[src/rtl/ascon_perm.sv]
`default_nettype none
// ============================================================================
//  Module      : ascon_perm (with combinational round core ascon_pc)
//  Description : Sequential ASCON permutation driver. Holds the 320-bit state
//                and applies rounds (12-n)..11 through the ascon_pc round
//                core, one round per clock, with a start/done handshake.
//                Optional build macro ASCON_PERM_UNROLL2_EN chains two round
//                cores so that two rounds are applied per clock.
//  Revision    : 1.0 - initial release
// ============================================================================

// ----------------------------------------------------------------------------
// ascon_pc : one ASCON round (constant addition, S-box layer, linear layer).
// State packing: S[319:256] = x0, S[255:192] = x1, ..., S[63:0] = x4.
// ----------------------------------------------------------------------------
module ascon_pc (
    input  logic [3:0]   round_i,
    input  logic [319:0] S_i,
    output logic [319:0] S_o
);

    logic [63:0] w_x0, w_x1, w_x2, w_x3, w_x4;
    logic [63:0] w_t0, w_t1, w_t2, w_t3, w_t4;
    logic [63:0] w_const;

    function automatic logic [63:0] ror(input logic [63:0] v, input int unsigned k);
        return (v >> k) | (v << (64 - k));
    endfunction

    // Round constant: high nibble is the complement of the index, low nibble the index
    assign w_const = {56'd0, 4'hf - round_i, round_i};

    // Bit-sliced S-box followed by the per-word linear diffusion
    always_comb begin
        w_x0 = S_i[319:256];
        w_x1 = S_i[255:192];
        w_x2 = S_i[191:128] ^ w_const;
        w_x3 = S_i[127:64];
        w_x4 = S_i[63:0];

        w_x0 = w_x0 ^ w_x4;
        w_x4 = w_x4 ^ w_x3;
        w_x2 = w_x2 ^ w_x1;

        w_t0 = ~w_x0 & w_x1;
        w_t1 = ~w_x1 & w_x2;
        w_t2 = ~w_x2 & w_x3;
        w_t3 = ~w_x3 & w_x4;
        w_t4 = ~w_x4 & w_x0;

        w_x0 = w_x0 ^ w_t1;
        w_x1 = w_x1 ^ w_t2;
        w_x2 = w_x2 ^ w_t3;
        w_x3 = w_x3 ^ w_t4;
        w_x4 = w_x4 ^ w_t0;

        w_x1 = w_x1 ^ w_x0;
        w_x0 = w_x0 ^ w_x4;
        w_x3 = w_x3 ^ w_x2;
        w_x2 = ~w_x2;

        w_x0 = w_x0 ^ ror(w_x0, 19) ^ ror(w_x0, 28);
        w_x1 = w_x1 ^ ror(w_x1, 61) ^ ror(w_x1, 39);
        w_x2 = w_x2 ^ ror(w_x2, 1)  ^ ror(w_x2, 6);
        w_x3 = w_x3 ^ ror(w_x3, 10) ^ ror(w_x3, 17);
        w_x4 = w_x4 ^ ror(w_x4, 7)  ^ ror(w_x4, 41);

        S_o = {w_x0, w_x1, w_x2, w_x3, w_x4};
    end

endmodule

// ----------------------------------------------------------------------------
// ascon_perm : round sequencer around ascon_pc
// ----------------------------------------------------------------------------
module ascon_perm (
    input  logic         clk_i,
    input  logic         rst_i,
    input  logic         start_i,
    input  logic [3:0]   rounds_i,
    input  logic [319:0] S_i,
    output logic [319:0] S_o,
    output logic         busy_o,
    output logic         done_o,
    output logic [3:0]   round_o
);

    localparam logic [0:0] c_IDLE    = 1'b0;
    localparam logic [0:0] c_RUN     = 1'b1;
    localparam logic [3:0] c_LAST_RC = 4'd11;

    logic [0:0]   r_state;
    logic [319:0] r_st;
    logic [3:0]   r_rc;
    logic         r_done;
    logic [3:0]   w_n;
    logic [319:0] w_s1;

    // Out-of-range round counts (0, 13..15) fall back to the full p^12
    assign w_n = ((rounds_i == 4'd0) || (rounds_i > 4'd12)) ? 4'd12 : rounds_i;

    ascon_pc u_pc0 (
        .round_i (r_rc),
        .S_i     (r_st),
        .S_o     (w_s1)
    );

`ifdef ASCON_PERM_UNROLL2_EN
    logic [3:0]   w_rc1;
    logic [319:0] w_s2;

    // Second core sees the next index; its output is ignored when rc = 11
    assign w_rc1 = r_rc + 4'd1;

    ascon_pc u_pc1 (
        .round_i (w_rc1),
        .S_i     (w_s1),
        .S_o     (w_s2)
    );

    // Two rounds per edge; a single trailing round finishes from the first core
    always_ff @(posedge clk_i or posedge rst_i) begin
        if (rst_i) begin
            r_state <= c_IDLE;
            r_st    <= '0;
            r_rc    <= '0;
            r_done  <= 1'b0;
        end else begin
            r_done <= 1'b0;
            case (r_state)
                c_IDLE: begin
                    if (start_i) begin
                        r_st    <= S_i;
                        r_rc    <= 4'd12 - w_n;
                        r_state <= c_RUN;
                    end
                end
                default: begin
                    if (r_rc == c_LAST_RC) begin
                        r_st    <= w_s1;
                        r_rc    <= '0;
                        r_done  <= 1'b1;
                        r_state <= c_IDLE;
                    end else if (r_rc == (c_LAST_RC - 4'd1)) begin
                        r_st    <= w_s2;
                        r_rc    <= '0;
                        r_done  <= 1'b1;
                        r_state <= c_IDLE;
                    end else begin
                        r_st <= w_s2;
                        r_rc <= r_rc + 4'd2;
                    end
                end
            endcase
        end
    end
`else
    // One round per edge; index 11 is always the final round
    always_ff @(posedge clk_i or posedge rst_i) begin
        if (rst_i) begin
            r_state <= c_IDLE;
            r_st    <= '0;
            r_rc    <= '0;
            r_done  <= 1'b0;
        end else begin
            r_done <= 1'b0;
            case (r_state)
                c_IDLE: begin
                    if (start_i) begin
                        r_st    <= S_i;
                        r_rc    <= 4'd12 - w_n;
                        r_state <= c_RUN;
                    end
                end
                default: begin
                    r_st <= w_s1;
                    if (r_rc == c_LAST_RC) begin
                        r_rc    <= '0;
                        r_done  <= 1'b1;
                        r_state <= c_IDLE;
                    end else begin
                        r_rc <= r_rc + 4'd1;
                    end
                end
            endcase
        end
    end
`endif

    assign S_o     = r_st;
    assign busy_o  = (r_state == c_RUN);
    assign done_o  = r_done;
    assign round_o = (r_state == c_RUN) ? r_rc : 4'd0;

endmodule
`default_nettype wire
[config.mk]
export PLATFORM = sky130hd
export DESIGN_NAME = ascon_perm
export DESIGN_NICKNAME = d
export VERILOG_FILES = /design/src/rtl/ascon_perm.sv
export SDC_FILE = /design/constraint.sdc
export NUM_CORES = 1
export LEC_CHECK = 0
export BUFFER_PORTS_ARGS = -buffer_cell sky130_fd_sc_hd__buf_2
export CORE_AREA = 2 2 255 257
export CTS_CLUSTER_SIZE = 24
export DETAILED_ROUTE_END_ITERATION = 7
export DIE_AREA = 0 0 257 259
export PLACE_DENSITY = 0.72
export RECOVER_POWER = 25
export SLEW_MARGIN = 10
export SYNTH_ARGS = -nofsm -noshare
export SYNTH_HDL_FRONTEND = slang
export SYNTH_SLANG_ARGS = --single-unit
[constraint.sdc]
create_clock -name clk_i -period 26 [get_ports clk_i]
set_input_delay 5.2 -clock clk_i [delete_from_list [all_inputs] [get_ports clk_i]]
set_output_delay 5.2 -clock clk_i [all_outputs]
set_load 0.03 [all_outputs]
==> results.json, run 1 <==
{
  "outcome": "finished, violations left",
  "violations": "capacitance limit, slew limit",
  "cp_slowest_cell": "clkbuf_1",
  "cts_buffer_depth": 3,
  "dp_hpwl_um": 113000,
  "slew_headroom_pct": -300,
  "clkLatencyLatePin_ns": 0.59,
  "worstPathRequired_ns": 26.48,
  "fillCellCount": 5666,
  "path_delay_family": "buffers and inverters",
  "finalHoldViolCount": 0,
  "first_iter_violations": 2773,
  "antenna_found_initial": 7,
  "cts_tree": "done",
  "finalSetupViolCount": 0,
  "numPortBuffers": 652,
  "cp_max_fo": 111,
  "grt_overflow_total": 0,
  "synth-compound-area-share_pct": 9.07,
  "crit_path_start_kind": "input pin",
  "syn2layout_area_growth_pct": 17.4,
  "cts_buffers": 41,
  "synthXorXnorAreaFrac_pct": 38.9,
  "finalClockSkew_ns": 0.0285,
  "mostFrequentLayoutCell": "buf_2",
  "hold_buffers": 0,
  "final_cell_mix": "buf_2 (649), xnor2_1 (379), dfrtp_1 (326)",
  "via_per_inst": 5.83,
  "placed_cell_area_sq_um": 34800,
  "whs_path_depth": 2,
  "final_nets": 3922,
  "wl_per_cell_um": 31.3,
  "netlist_instances": 2881,
  "h-tree-depth": 2,
  "fmax_mhz": 86.3,
  "async_flop_share_pct": 100,
  "drive_above_1_share_pct": 23.5,
  "rows": 93,
  "tightest_slew_ns": 5.99,
  "r2r_cells": 4,
  "drt_first_pass_iters": 5,
  "die_area_sq_um": 66600,
  "stdcell_area_sq_um": 36200,
  "die_y_um": 259,
  "ys_warn_count": 0,
  "postCtsSetupBuffers": 0,
  "synth_nets": 3338,
  "num_vias": 25400,
  "crit_path_end_kind": "flop",
  "synth_edf_count": 0,
  "post-route-period-util_pct": 44.6,
  "clockRootBuffer": "clkbuf_16",
  "clk_pin_slew_ns": 0.06,
  "grt_pass1_wl_um": 185000,
  "ant_nets": 0,
  "initial_utilization_pct": 48.2,
  "finalCriticalPeriod_ns": 11.58,
  "cts_resized": 0,
  "num_io_pins": 653,
  "path_buf_inv": 3,
  "synth_mux_area_share_pct": 8.51,
  "critPathKind": "in -> reg",
  "synth_top_family_by_area": "XOR/XNOR gates",
  "tns_ns": 0,
  "cp.depth": 6,
  "synth_seq_cells": 326,
  "rsz0062_at_grt": "false",
  "cpMostUsedCell": "buf_4",
  "core_area_sq_um": 63900,
  "die-width_um": 257,
  "grt_pass1_vias": 23900,
  "drv_slew": 325,
  "slowest_delay_ns": 4.11,
  "crit_chain": "clkbuf_1 > buf_4 > buf_4 > mux2i_1 > nor2_1 > a21o_1",
  "grt.total_usage_pct": 40.0,
  "drc": 0,
  "grt_start_max_net_pins": 193,
  "cts.sinks": 326,
  "maxCapViolations": 3,
  "ys_seq_area_share_pct": 26.5,
  "hold_class": "reg -> reg",
  "yosys.area_share.adder_pct": 7.36,
  "synth_cell_type_count": 32,
  "synth-simple-area-share_pct": 5.85,
  "synth_area_sq_um": 30800,
  "place.gp.congestion": 1.08,
  "drt_wl_total_um": 136000,
  "postSynthAreaPerCell_sq_um": 10.7,
  "arrival_ns": 12.06,
  "ys.flop_type": "dfrtp_1"
}
## worst min-delay path, cell delays in order (launching register included)
cell	delay [ns]
dfrtp_1	0.38
mux2i_1	0.08
o21ai_0	0.13
## cell type report
class	count	area [sq um]	share of cell area, %
Antenna cell	4	10.0	0.0277
Sequential cell	326	8160	22.5
Inverter	191	718	1.99
Clock inverter	13	184	0.508
Clock buffer	58	1190	3.29
Tap cell	855	1070	2.96
Timing Repair Buffer	663	3380	9.34
Multi-Input combinational cell	2242	21500	59.3
## Yosys cell counts (2+ instances only)
master    instances  area (sq um)
ha_1            130          1630
clkbuf_1        101           379
maj3_2           25           282
a31oi_1           2          12.5
a21oi_1         180           901
xnor2_2          57           927
nor2_1          169           634
buf_2            11          55.1
mux2i_1         262          2620
dfrtp_1         326          8160
nor3_1            2          10.0
maj3_1           36           360
xnor3_1         247          5560
inv_1           188           706
nand2_1         181           679
buf_1             9          33.8
a21o_1           29           218
a211oi_1        174          1310
xor3_1            9           214
xnor2_1         379          3320
nor2b_1          67           419
xor2_2           12           195
and2_1            5          31.3
inv_2             3          11.3
o21ai_0          70           350
xor2_1          201          1760
## metrics by stage
step	utilization, %	setup WS [ns]	hold WS (ns)	std cells
floorplan	-	11.77	0.625	2881
finish	56.6	14.42	0.631	4352
CTS	56.7	18.43	0.631	4348
global placement	54.5	17.85	0.606	4277
global route	56.6	14.00	0.680	4351
detailed placement	54.5	17.82	0.620	4277
## worst paths after layout
path,from,to,slack (ns)
max,start_i,S_o[86]$_DFFE_PP0P_,14.42
min,S_o[132]$_DFFE_PP0P_,S_o[132]$_DFFE_PP0P_,0.63
max reg2reg,busy_o$_DFF_PP0_,S_o[93]$_DFFE_PP0P_,20.84
min reg2reg,S_o[132]$_DFFE_PP0P_,S_o[132]$_DFFE_PP0P_,0.63
max in group asynchronous,rst_i,S_o[129]$_DFFE_PP0P_,17.11
min in group asynchronous,rst_i,S_o[105]$_DFFE_PP0P_,6.13
## logic make-up after synthesis
logic type,after synthesis
AND/OR/NAND/NOR,428
multiplexers,262
XOR/XNOR,905
flip-flops,326
buffers and inverters,313
adder cells (fa/ha/maj),191
AO/OA/AOI/OAI,456
## flip-flops by register name, summed over array words and instances (netlist names)
register,cells
done_o,1
r_rc,4
busy_o,1
S_o,320
## layer usage
metal / up-vias / track usage (%) / share of wire (%)
met5: - / 0 / 0.028
met4: 6 / 20.4 / 6.0
li1: 11000 / - / -
met3: 312 / 9.38 / 9.8
met2: 1497 / 63.3 / 45
met1: 12600 / 51.4 / 39
Power of run 1 is not shown: default switching activity piles up to over one toggle a cycle in this logic, so the estimate is an artifact.
==> run 2: changes to the inputs <==
--- a/config.mk
+++ b/config.mk
@@ -6,11 +6,11 @@
 export NUM_CORES = 1
 export LEC_CHECK = 0
 export BUFFER_PORTS_ARGS = -buffer_cell sky130_fd_sc_hd__buf_2
-export CORE_AREA = 2 2 255 257
+export CORE_AREA = 2 2 257 259
 export CTS_CLUSTER_SIZE = 24
 export DETAILED_ROUTE_END_ITERATION = 7
-export DIE_AREA = 0 0 257 259
-export PLACE_DENSITY = 0.72
+export DIE_AREA = 0 0 259 261
+export PLACE_DENSITY = 0.74
 export RECOVER_POWER = 25
 export SLEW_MARGIN = 10
 export SYNTH_ARGS = -nofsm -noshare
==> constraint.sdc (replaced) <==
create_clock -name clk_i -period 9.52 [get_ports clk_i]
set_input_delay 1.904 -clock clk_i [delete_from_list [all_inputs] [get_ports clk_i]]
set_output_delay 1.904 -clock clk_i [all_outputs]
set_load 0.03 [all_outputs]
==> run 2 against run 1 <==
Compared with the run above: the run still ends with capacitance limit, slew limit left; register-to-register slack got worse by 18 ns; sequential share of layout area fell by 0.11 points; critical path depth fell by 3; first-iteration DRC count rose by 6.0%; cell area rose by 0.47%; critical endpoint is now S_o[168]$_DFFE_PP0P_.
==> results.json, run 2 (synthesis gave the netlist of run 1 again) <==
{
  "arrival_ns": 6.75,
  "violations": "capacitance limit, slew limit",
  "finalSetupViolCount": 0,
  "rrSetupSlack_ns": 3.03,
  "crit_path_end_kind": "flop",
  "grt_pass1_wl_um": 183000,
  "postCtsSetupBuffers": 0,
  "grt_start_max_net_pins": 205,
  "cp_max_fo": 204,
  "core_area_sq_um": 65000,
  "tns_ns": 0,
  "clkLatencyLatePin_ns": 0.59,
  "hold_class": "reg -> reg",
  "drive_above_1_share_pct": 23.3,
  "finalHoldViolCount": 0,
  "crit_end": "S_o[168]$_DFFE_PP0P_",
  "cts_resized": 0,
  "worstReg2RegStart": "busy_o$_DFF_PP0_",
  "drt_wl_total_um": 136000,
  "met3_usage_pct": 10.2,
  "cts_tree": "done",
  "final_nets": 3925,
  "rsz0062_at_grt": "false",
  "r2r_cells": 3,
  "first_iter_violations": 2938,
  "die_area_sq_um": 67600,
  "final_cell_mix": "buf_2 (635), xnor2_1 (381), dfrtp_1 (326)",
  "critPathKind": "reg -> reg",
  "drv_slew": 361,
  "syn2layout_area_growth_pct": 17.9,
  "top_usage_layer": "met2",
  "ant_nets": 0,
  "via_per_inst": 5.82,
  "stdcell_area_sq_um": 36300,
  "antenna_found_initial": 5,
  "min_from": "S_o[133]$_DFFE_PP0P_",
  "num_io_pins": 653,
  "whs_path_depth": 2,
  "finalCriticalPeriod_ns": 6.49,
  "dp_hpwl_um": 113000,
  "worstPathRequired_ns": 9.78,
  "grtUsageMet1_pct": 49.3,
  "wl_per_cell_um": 31.2,
  "clockRootBuffer": "clkbuf_16",
  "h-tree-depth": 2,
  "maxCapViolations": 5,
  "die-width_um": 259,
  "slew_headroom_pct": -211,
  "cts_buffer_depth": 3,
  "placed_cell_area_sq_um": 34800,
  "grt.total_usage_pct": 39.4,
  "rows": 94,
  "num_vias": 25400,
  "place.gp.congestion": 1.04,
  "outcome": "finished, violations left",
  "tightest_slew_ns": 4.66,
  "fmax_mhz": 154,
  "cts_buffers": 44,
  "hold_buffers": 0,
  "clk_pin_slew_ns": 0.06,
  "die_y_um": 261,
  "cp-startpoint": "busy_o$_DFF_PP0_",
  "met2_usage_pct": 61.6,
  "drt_first_pass_iters": 5,
  "grt_overflow_total": 0,
  "numPortBuffers": 652,
  "worstReg2RegEnd": "S_o[168]$_DFFE_PP0P_",
  "finalClockSkew_ns": 0.0249,
  "drc": 0,
  "grt_pass1_vias": 24100,
  "initial_utilization_pct": 47.4,
  "mostFrequentLayoutCell": "buf_2",
  "post-route-period-util_pct": 68.1,
  "crit_path_start_kind": "flop",
  "cts.sinks": 326,
  "largest_register_ffs": 320
}
[run 2: cell types whose count changed in the layout (fill, tap and decap cells not counted), sizes merged]
cell,previous run,this run
buf,660,644
clkbuf,61,77
clkinv,4,9
bufinv,4,6
clkinvlp,4,5
diode,4,5
[run 2: metrics by stage]
stage	setup slack, ns	hold WS (ns)	util, %	cells
after global placement	5.30	0.608	53.6	4286
after global routing	2.48	0.665	55.9	4368
after detailed placement	5.27	0.616	53.6	4286
final	3.03	0.624	55.9	4370
after floorplan	3.27	0.625	-	2881
after CTS	5.01	0.628	56.0	4365
[run 2: cell type report]
cell class	count	area [sq um]
timing repair buffer	663	3380
multi-input combinational	2242	21400
sequential	326	8160
tap	864	1080
clock buffer	58	1260
inverter	191	718
clock inverter	21	292
fill	5745	28700
antenna	5	12.5
[run 2: routing by layer]
metal / routed length, um / share of wire, %
met1: 50800 / 37
met2: 61100 / 45
met3: 14700 / 11
met4: 9640 / 7.1
met5: 26 / 0.019
[run 2: worst min path at each step]
| stage | end | slack (ns) |
|---|---|---|
| 2_1_floorplan | r_rc[0]$_DFFE_PP0P_ | 0.62 |
| 3_3_place_gp | S_o[210]$_DFFE_PP0P_ | 0.61 |
| 3_5_place_dp | S_o[132]$_DFFE_PP0P_ | 0.62 |
| 4_1_cts | S_o[132]$_DFFE_PP0P_ | 0.63 |
| 5_1_grt | S_o[252]$_DFFE_PP0P_ | 0.66 |
| 6_report | S_o[133]$_DFFE_PP0P_ | 0.62 |
[run 2: critical path: stages (launching register included)]
cell	delay [ns]
dfrtp_1	1.38
buf_12	0.72
clkbuf_1	3.30
o21ai_0	0.45
Power of run 2 is left out for the same reason.
